--- src/rtl/btn_reader_if.sv ---
// IO-bus slot for the button reader: select, word address, read strobe,
// byte write mask/data and registered read data.
interface btn_reader_if;
  logic        sel;
  logic [1:0]  addr;
  logic        rstrb;
  logic [3:0]  wmask;
  logic [31:0] wdata;
  logic [31:0] rdata;

  modport master (output sel, addr, rstrb, wmask, wdata, input rdata);
  modport slave  (input sel, addr, rstrb, wmask, wdata, output rdata);
endinterface

--- src/rtl/btn_reader.sv ---
// Push-button reader: 2-FF synchroniser, debounce, press counter, sticky
// press/release flags and an interrupt, exposed as four IO-bus registers.
module btn_reader #(
  parameter int DEBOUNCE_CYCLES = 270000,
  parameter bit ACTIVE_LOW      = 1'b1,
  parameter int CNT_W           = 8
) (
  input  logic         clk,
  input  logic         reset,
  input  logic         btn,
  btn_reader_if.slave  bus,
  output logic         irq
);

  localparam int              DB_W   = $clog2(DEBOUNCE_CYCLES);
  localparam logic [DB_W-1:0] DB_MAX = DB_W'(DEBOUNCE_CYCLES - 1);

  localparam logic [1:0] A_STATUS = 2'd0;
  localparam logic [1:0] A_COUNT  = 2'd1;
  localparam logic [1:0] A_CLEAR  = 2'd2;
  localparam logic [1:0] A_CTRL   = 2'd3;

  logic             sync0_q, sync1_q;
  logic             level_q, level_d;
  logic [DB_W-1:0]  dbcnt_q, dbcnt_d;
  logic             press_pend_q, press_pend_d;
  logic             rel_pend_q, rel_pend_d;
  logic [CNT_W-1:0] count_q, count_d;
  logic             irq_en_q, irq_en_d;
  logic [31:0]      rdata_q, rdata_d;

  logic s, db_done, rise, fall;
  logic wr, rd;
  logic clr_press, clr_rel, clr_cnt;

  logic unused_ok;
  assign unused_ok = ^{bus.wdata[31:9], bus.wdata[7:3], bus.wmask[3:2]};

  // Normalised synced input: 1 means pressed regardless of pin polarity.
  assign s       = sync1_q ^ ACTIVE_LOW;
  assign db_done = (s != level_q) && (dbcnt_q == DB_MAX);
  assign rise    = db_done &  s;
  assign fall    = db_done & ~s;

  assign wr = bus.sel & (|bus.wmask);
  assign rd = bus.sel & bus.rstrb;

  // Only byte lanes 0 and 1 carry meaningful bits.
  assign clr_press = wr && (bus.addr == A_CLEAR) && bus.wmask[0] && bus.wdata[1];
  assign clr_rel   = wr && (bus.addr == A_CLEAR) && bus.wmask[0] && bus.wdata[2];
  assign clr_cnt   = wr && (bus.addr == A_CLEAR) && bus.wmask[1] && bus.wdata[8];

  always_comb begin
    level_d = level_q;
    dbcnt_d = '0;
    if (s != level_q) begin
      if (db_done) level_d = s;
      else         dbcnt_d = dbcnt_q + 1'b1;
    end
  end

  // Set events win over a same-edge W1C, so clears are applied first.
  always_comb begin
    press_pend_d = (press_pend_q & ~clr_press) | rise;
    rel_pend_d   = (rel_pend_q & ~clr_rel) | fall;
    count_d      = clr_cnt ? '0 : count_q;
    if (rise) count_d = count_d + 1'b1;
    irq_en_d = irq_en_q;
    if (wr && (bus.addr == A_CTRL) && bus.wmask[0]) irq_en_d = bus.wdata[0];
  end

  // Read mux uses current register values, so a same-cycle write is not seen.
  always_comb begin
    rdata_d = rdata_q;
    if (rd) begin
      rdata_d = '0;
      case (bus.addr)
        A_STATUS: rdata_d = {29'd0, rel_pend_q, press_pend_q, level_q};
        A_COUNT:  rdata_d = 32'(count_q);
        A_CTRL:   rdata_d = {31'd0, irq_en_q};
        default:  rdata_d = '0;
      endcase
    end
  end

  always_ff @(posedge clk) begin
    if (reset) begin
      sync0_q      <= ACTIVE_LOW;
      sync1_q      <= ACTIVE_LOW;
      level_q      <= 1'b0;
      dbcnt_q      <= '0;
      press_pend_q <= 1'b0;
      rel_pend_q   <= 1'b0;
      count_q      <= '0;
      irq_en_q     <= 1'b0;
      rdata_q      <= '0;
    end else begin
      sync0_q      <= btn;
      sync1_q      <= sync0_q;
      level_q      <= level_d;
      dbcnt_q      <= dbcnt_d;
      press_pend_q <= press_pend_d;
      rel_pend_q   <= rel_pend_d;
      count_q      <= count_d;
      irq_en_q     <= irq_en_d;
      rdata_q      <= rdata_d;
    end
  end

  assign bus.rdata = rdata_q;
  assign irq       = press_pend_q & irq_en_q;

endmodule
--- src/flat_wrapper.sv ---
// flat-port wrapper written by rule: the top's interface ports become plain ports
module btn_reader_flat 
#(
  parameter int DEBOUNCE_CYCLES = 270000,
  parameter bit ACTIVE_LOW      = 1'b1,
  parameter int CNT_W           = 8
)
  (clk, reset, btn, irq, bus_sel, bus_addr, bus_rstrb, bus_wmask, bus_wdata, bus_rdata);
  btn_reader_if bus_i ();
  input  logic clk;
  input  logic reset;
  input  logic btn;
  output logic irq;
  input wire logic [$bits(bus_i.sel)-1:0] bus_sel;
  input wire logic [$bits(bus_i.addr)-1:0] bus_addr;
  input wire logic [$bits(bus_i.rstrb)-1:0] bus_rstrb;
  input wire logic [$bits(bus_i.wmask)-1:0] bus_wmask;
  input wire logic [$bits(bus_i.wdata)-1:0] bus_wdata;
  output wire logic [$bits(bus_i.rdata)-1:0] bus_rdata;
  assign bus_i.sel = bus_sel;
  assign bus_i.addr = bus_addr;
  assign bus_i.rstrb = bus_rstrb;
  assign bus_i.wmask = bus_wmask;
  assign bus_i.wdata = bus_wdata;
  assign bus_rdata = bus_i.rdata;
  btn_reader #(.DEBOUNCE_CYCLES(DEBOUNCE_CYCLES), .ACTIVE_LOW(ACTIVE_LOW), .CNT_W(CNT_W)) u_core (.clk(clk), .reset(reset), .btn(btn), .bus(bus_i), .irq(irq));
endmodule
--- config.mk ---
export PLATFORM = sky130hd
export DESIGN_NAME = btn_reader_flat
export DESIGN_NICKNAME = d
export VERILOG_FILES = /design/src/rtl/btn_reader_if.sv /design/src/rtl/btn_reader.sv /design/src/flat_wrapper.sv
export SDC_FILE = /design/constraint.sdc
export NUM_CORES = 1
export LEC_CHECK = 0
export BUFFER_PORTS_ARGS = -buffer_cell sky130_fd_sc_hd__buf_2
export CELL_PAD_IN_SITES_DETAIL_PLACEMENT = 0
export CELL_PAD_IN_SITES_GLOBAL_PLACEMENT = 1
export CORE_MARGIN = 2
export CORE_UTILIZATION = 37
export CTS_BUF_LIST = sky130_fd_sc_hd__clkbuf_8
export CTS_CLUSTER_SIZE = 40
export DETAILED_ROUTE_END_ITERATION = 8
export PLACE_DENSITY = 0.78
export SLEW_MARGIN = 10
export SYNTH_ARGS = -nofsm -noshare
export SYNTH_HDL_FRONTEND = slang
export SYNTH_SLANG_ARGS = --single-unit
--- constraint.sdc ---
create_clock -name clk -period 3.1 [get_ports clk]
set_input_delay 0.775 -clock clk [delete_from_list [all_inputs] [get_ports clk]]
set_output_delay 0.775 -clock clk [all_outputs]
set_load 0.02 [all_outputs]
Word-level counts from Yosys, hierarchy flattened
Index checks and enable logic that the tools add are counted.

storage, ports and cells
  bits in registers = 65
  input bits = 43
  output and inout port bits = 33
  logic and storage cells = 45

operators by class
  add/subtract/negate cells = 2
  eq/ne operators = 5
  muxes and demuxes = 3
  bitwise logic cells = 13
  reduce and logical (&&, ||, !) cells = 13

operators with widths
  operator               count
  $pmux 8 s3             1
  $add 19x1->19 const B  1
  $eq 19x19->1 const B   1
  $mux 8                 2
  $logic_and 1x1->1      9
  $add 8x1->8 const B    1
  $and 1x1->1            7
  $eq 2x2->1 const B     2
  $not 1->1              4
  $reduce_or 4->1        1
  $reduce_or 3->1        1
  $eq 2x1->1 const B     1
  $logic_not 2->1        1
  $or 1x1->1             2
  $reduce_and 2->1       1
  $ne 1x1->1             1

Depth between registers and ports, before layout
  depth after elaboration = 8
  mapped depth = 8
  gate-level depth less buffers = 6

Worst setup path after synthesis
OpenSTA, ideal clock, no wires.

  path type = input to register
  from = in bus_addr[0]
  to = reg u_core.count_q[6]
  library setup time = 0.070 ns
  arrival = 2.413 ns
  setup slack = 0.617 ns
  stages on the path = 7
  buffers on the path = 1
  cells stage by stage = clkbuf_1 -> and4b_1 -> a21boi_0 -> ha_1 -> nand3_1 -> or4_1 -> a21oi_1

on the way
  longest elaborated chain between the ends = 7

RTL lines
  item                              RTL line            source
  start, declared                   flat_wrapper.sv:15  input wire logic [$bits(bus_i.addr)-1:0] bus_addr;
  $eq 2x2->1 *                      btn_reader.sv:51    assign clr_cnt = wr && (bus.addr == A_CLEAR) && bus.wmask[1] && bus.wdata[8];
  $logic_and 1x1->1 * (3 in a row)  btn_reader.sv:51
  $mux 8 *                          btn_reader.sv:66    count_d = clr_cnt ? '0 : count_q;
  $add 8x1->8                       btn_reader.sv:67    if (rise) count_d = count_d + 1'b1;
  $mux 8 *                          btn_reader.sv:67
  end signal, assigned              btn_reader.sv:104   count_q <= count_d;
  end, declared                     btn_reader.sv:28    logic [CNT_W-1:0] count_q, count_d;

Mark *: on every way between the ends. The rest lies on a longest branch, timed or not.
A chain may end at the register's enable or synchronous reset.

Final worst setup path
  from = reg u_core.dbcnt_q[5]
  to = reg u_core.count_q[5]

on the way
  longest elaborated chain between the ends = 4

RTL lines
  item                    RTL line           source
  start, declared         btn_reader.sv:25   logic [DB_W-1:0] dbcnt_q, dbcnt_d;
  start signal, assigned  btn_reader.sv:101  dbcnt_q <= dbcnt_d;
  $eq 19x19->1            btn_reader.sv:41   assign db_done = (s != level_q) && (dbcnt_q == DB_MAX);
  $logic_and 1x1->1       btn_reader.sv:41
  $and 1x1->1             btn_reader.sv:42   assign rise = db_done & s;
  $mux 8                  btn_reader.sv:67

No other way between the ends.

==> summary.txt <==
Global routing
  – Vias in the first global route: 1431
  – GR Util All Layers: 0.127
  – Pin count of the biggest net entering global routing: 21
  – Wire length of the first global-routing pass: 6.27 mm
  – Antenna violations before repair: 0
  – Residual overflow from global routing: 0

Place
  – Hpwl dp: 2.65 mm
  – GPL Wtd Cong: 0.746
  – Count of buffers inserted at the top-level ports: 21
  – Post-Place Cell Area: 0.00211 mm^2

Critical path
  – Data required time of the critical path: 3320 ps
  – Critical-path maximum fanout: 14
  – Startpoint of the most critical register-to-register path: u_core.dbcnt_q[5]
  – Worst Path Class, Setup: reg2reg
  – Register-to-register setup slack: 760 ps
  – Arrival time reported for the critical path endpoint: 2570 ps
  – Cells traversed along the worst timing path: or4b_4 -> or4_4 -> or4_1 -> a21oi_1
  – Slowest stage cell on the critical path: sky130_fd_sc_hd__or4_4
  – Worst Reg-to-Reg Cells: 4
  – CP Capture Type: flip-flop
  – Startpoint types: flip-flop
  – Crit-path max cell delay: 640 ps
  – Critical R2R Capture: u_core.count_q[5]

STA
  – Final period utilization: 0.756
  – Largest clock skew in the final design: 4.34 ps
  – Accumulated negative setup slack: 0 ps
  – Total of endpoints with negative setup slack in the final report: 0
  – Final min period: 2340 ps
  – Final count of pins violating max slew: 0
  – Top achievable clock speed: 426 MHz
  – Final Hold Viols: 0
  – Setup repair after global routing missed its margin: false
  – Worst rel slew slack: 0.625
  – Transition time of the tightest slew-check pin: 561 ps

CTS
  – Total number of clock tree sinks: 41
  – Cts bufs inserted: 5
  – Number of hold buffers added after CTS: 0
  – Clock latency on the worst-skew pair: 290 ps
  – Clock Pin Slew Worst Setup and Hold Paths: 80 ps
  – TritonCTS clock tree: yes
  – Post-CTS setup buffer count: 0
  – Max Root-Sink Buffers: 2
  – Number of H-tree levels: 2
  – Root cell of the clock tree: sky130_fd_sc_hd__clkbuf_8
  – Number of cells upsized or downsized after cts: 0

Synth
  – Largest cells by area after synthesis: sky130_fd_sc_hd__dfxtp_1, sky130_fd_sc_hd__buf_4, sky130_fd_sc_hd__xor2_1, sky130_fd_sc_hd__nor2_1, sky130_fd_sc_hd__a21oi_1
  – Distinct cell type count of the synthesized netlist: 38
  – Cell count after synthesis: 240
  – Most instantiated library cell after synthesis: sky130_fd_sc_hd__dfxtp_1
  – Dominant cell type by area after synthesis: sky130_fd_sc_hd__dfxtp_1
  – Most instantiated cells after synthesis: sky130_fd_sc_hd__dfxtp_1, sky130_fd_sc_hd__nor2_1, sky130_fd_sc_hd__buf_4
  – Portion of synthesized cell area occupied by the leading cell type: 0.397
  – Number of enable flip-flop cells after synthesis: 0
  – Synth Area per Inst: 8.61 um^2
  – Synth Register Bits: 41
  – Proportion of synthesized chip area in sequential cells: 0.397
  – YS warnings: 0
  – Flip-flop cell with the highest count after synthesis: sky130_fd_sc_hd__dfxtp_1
  – Post-Synthesis Cell Area: 0.00207 mm^2
  – Share of flip-flops with an asynchronous set or reset: 0

Die
  – Initial standard-cell utilization of the core: 0.380
  – Die X-Extent: 78.7 um
  – Die outline height: 78.7 um
  – Floorplan die area: 0.00620 mm^2
  – Row count: 27
  – Count of boundary I/O pins: 76
  – Core area: 0.00544 mm^2

Min path
  – WHS Endpoint: u_core.sync1_q
  – Worst hold path type: reg2reg
  – Source of the worst hold timing path: u_core.sync0_q
  – Cell depth of the worst hold path: 1

Finish
  – Number of antenna repair diodes: 0
  – Post-route standard cell area excluding fillers: 0.00222 mm^2
  – Area grow syn2layout: 7.33%
  – Layout Nets: 299
  – Share of layout cells above drive strength 1: 0.134
  – # fillers: 576

Job
  – Max-cap violations: 0

Pwr
  – Power per Cell Area: 448 mW/mm^2
  – Leakage component of the power: 0.835 nW
  – Max rail drop VDD: 0.265 mV
  – Overall power after layout: 992 uW

Detailed routing
  – Via count: 1609
  – Average wire per cell in the routed design: 11.4 um
  – Final wirelength: 3.71 mm
  – Iter 0 DRT Violations: 65
  – Drt pass-1 iters: 4
  – Number of design rule violations left after detail routing: 0
  – Average via count per standard cell: 4.94
  – Number of antenna-violating nets in the routed design: 0

Run status
  – Result of the run: finished clean
-- layer usage --
metal	GRT usage	vias to the layer above	wire length, um
met1	0.150	735	1770
li1	-	840	-
met4	0.0526	0	55
met2	0.212	29	1690
met5	0	-	0
met3	0.0409	5	190
-- stage by stage --
step	hold WS, ps	utilization	setup WS, ps	std cells
after floorplan	389	-	617	263
after global placement	396	0.389	531	319
after detailed placement	400	0.389	547	319
after CTS	419	0.408	768	326
after global routing	428	0.408	629	326
final	413	0.408	755	326
-- cell families (layout without fill, tap and decap cells) --
| group | after synthesis | after routing | synth area share |
|---|---|---|---|
| buffers and inverters | 40 | 31 | 0.119 |
| and+or+nand+nor | 95 | 95 | 0.258 |
| other | 1 | 24 | 0.00182 |
| xor gates and xnor gates | 14 | 14 | 0.0594 |
| adders and majority gates | 2 | 2 | 0.0121 |
| muxes | 4 | 4 | 0.0194 |
| DFF | 41 | 41 | 0.397 |
| AOI/OAI and AO/OA | 43 | 43 | 0.133 |
-- worst max path at each step --
stage	slack, ps	to	startpoint
3_5_place_dp	550	u_core.count_q[6]	bus_addr[0]
5_1_grt	630	u_core.count_q[5]	u_core.dbcnt_q[5]
2_1_floorplan	620	u_core.count_q[6]	bus_addr[0]
4_1_cts	770	u_core.count_q[5]	u_core.dbcnt_q[5]
6_report	760	u_core.count_q[5]	u_core.dbcnt_q[5]
3_3_place_gp	530	u_core.count_q[6]	bus_addr[0]
-- cell usage in the layout (no fill, tap or decap), types with 2 or more instances in the layout --
cell type,count
sky130_fd_sc_hd__nand4_1,12
sky130_fd_sc_hd__ha_1,2
sky130_fd_sc_hd__xor2_1,13
sky130_fd_sc_hd__or3_1,3
sky130_fd_sc_hd__inv_1,3
sky130_fd_sc_hd__mux2i_1,4
sky130_fd_sc_hd__nor3_1,3
sky130_fd_sc_hd__nor2_1,25
sky130_fd_sc_hd__and3_1,3
sky130_fd_sc_hd__conb_1,24
sky130_fd_sc_hd__or2_2,3
sky130_fd_sc_hd__or4_1,8
sky130_fd_sc_hd__dfxtp_1,41
sky130_fd_sc_hd__nand2_1,11
sky130_fd_sc_hd__nand3_1,9
sky130_fd_sc_hd__a21boi_0,3
sky130_fd_sc_hd__o31ai_1,6
sky130_fd_sc_hd__a21oi_1,17
sky130_fd_sc_hd__and2_1,6
sky130_fd_sc_hd__buf_2,21
sky130_fd_sc_hd__a22oi_1,5
sky130_fd_sc_hd__nand2b_1,2
sky130_fd_sc_hd__and4b_1,2
sky130_fd_sc_hd__o21ai_0,6
sky130_fd_sc_hd__clkbuf_8,5
sky130_fd_sc_hd__and4_1,4
-- power breakdown --
| group | internal [mW] | leakage [nW] | switching (mW) |
|---|---|---|---|
| logic | 0.0106 | 0.450 | 0.0435 |
| registers | 0.528 | 0.331 | 0.00126 |
| clock network | 0.234 | 0.0540 | 0.175 |
-- state kept, by name, summed over array words and instances, names as in the netlist --
signal / cells
u_core.rel_pend_q: 1
u_core.sync0_q: 1
u_core.press_pend_q: 1
u_core.sync1_q: 1
u_core.count_q: 8
u_core.dbcnt_q: 19
u_core.bus.rdata: 8
u_core.irq_en_q: 1
u_core.level_q: 1
-- critical path, delay by kind of cell, from the launching register on --
family,cells,cell delay [ps]
and+or+nand+nor,3,1680
AOI/OAI and AO/OA,1,150
DFF,1,450
-- cell type report --
| cell class | instances | area [um^2] | share of cell area |
|---|---|---|---|
| Sequential cell | 41 | 821 | 0.370 |
| Inverter | 3 | 11.3 | 0.00508 |
| Multi-Input combinational cell | 182 | 1090 | 0.490 |
| Timing Repair Buffer | 21 | 105 | 0.0474 |
| Clock inverter | 2 | 35.0 | 0.0158 |
| Clock buffer | 5 | 68.8 | 0.0310 |
| Tap cell | 72 | 90.1 | 0.0406 |
(Power assumes the default switching activity.)
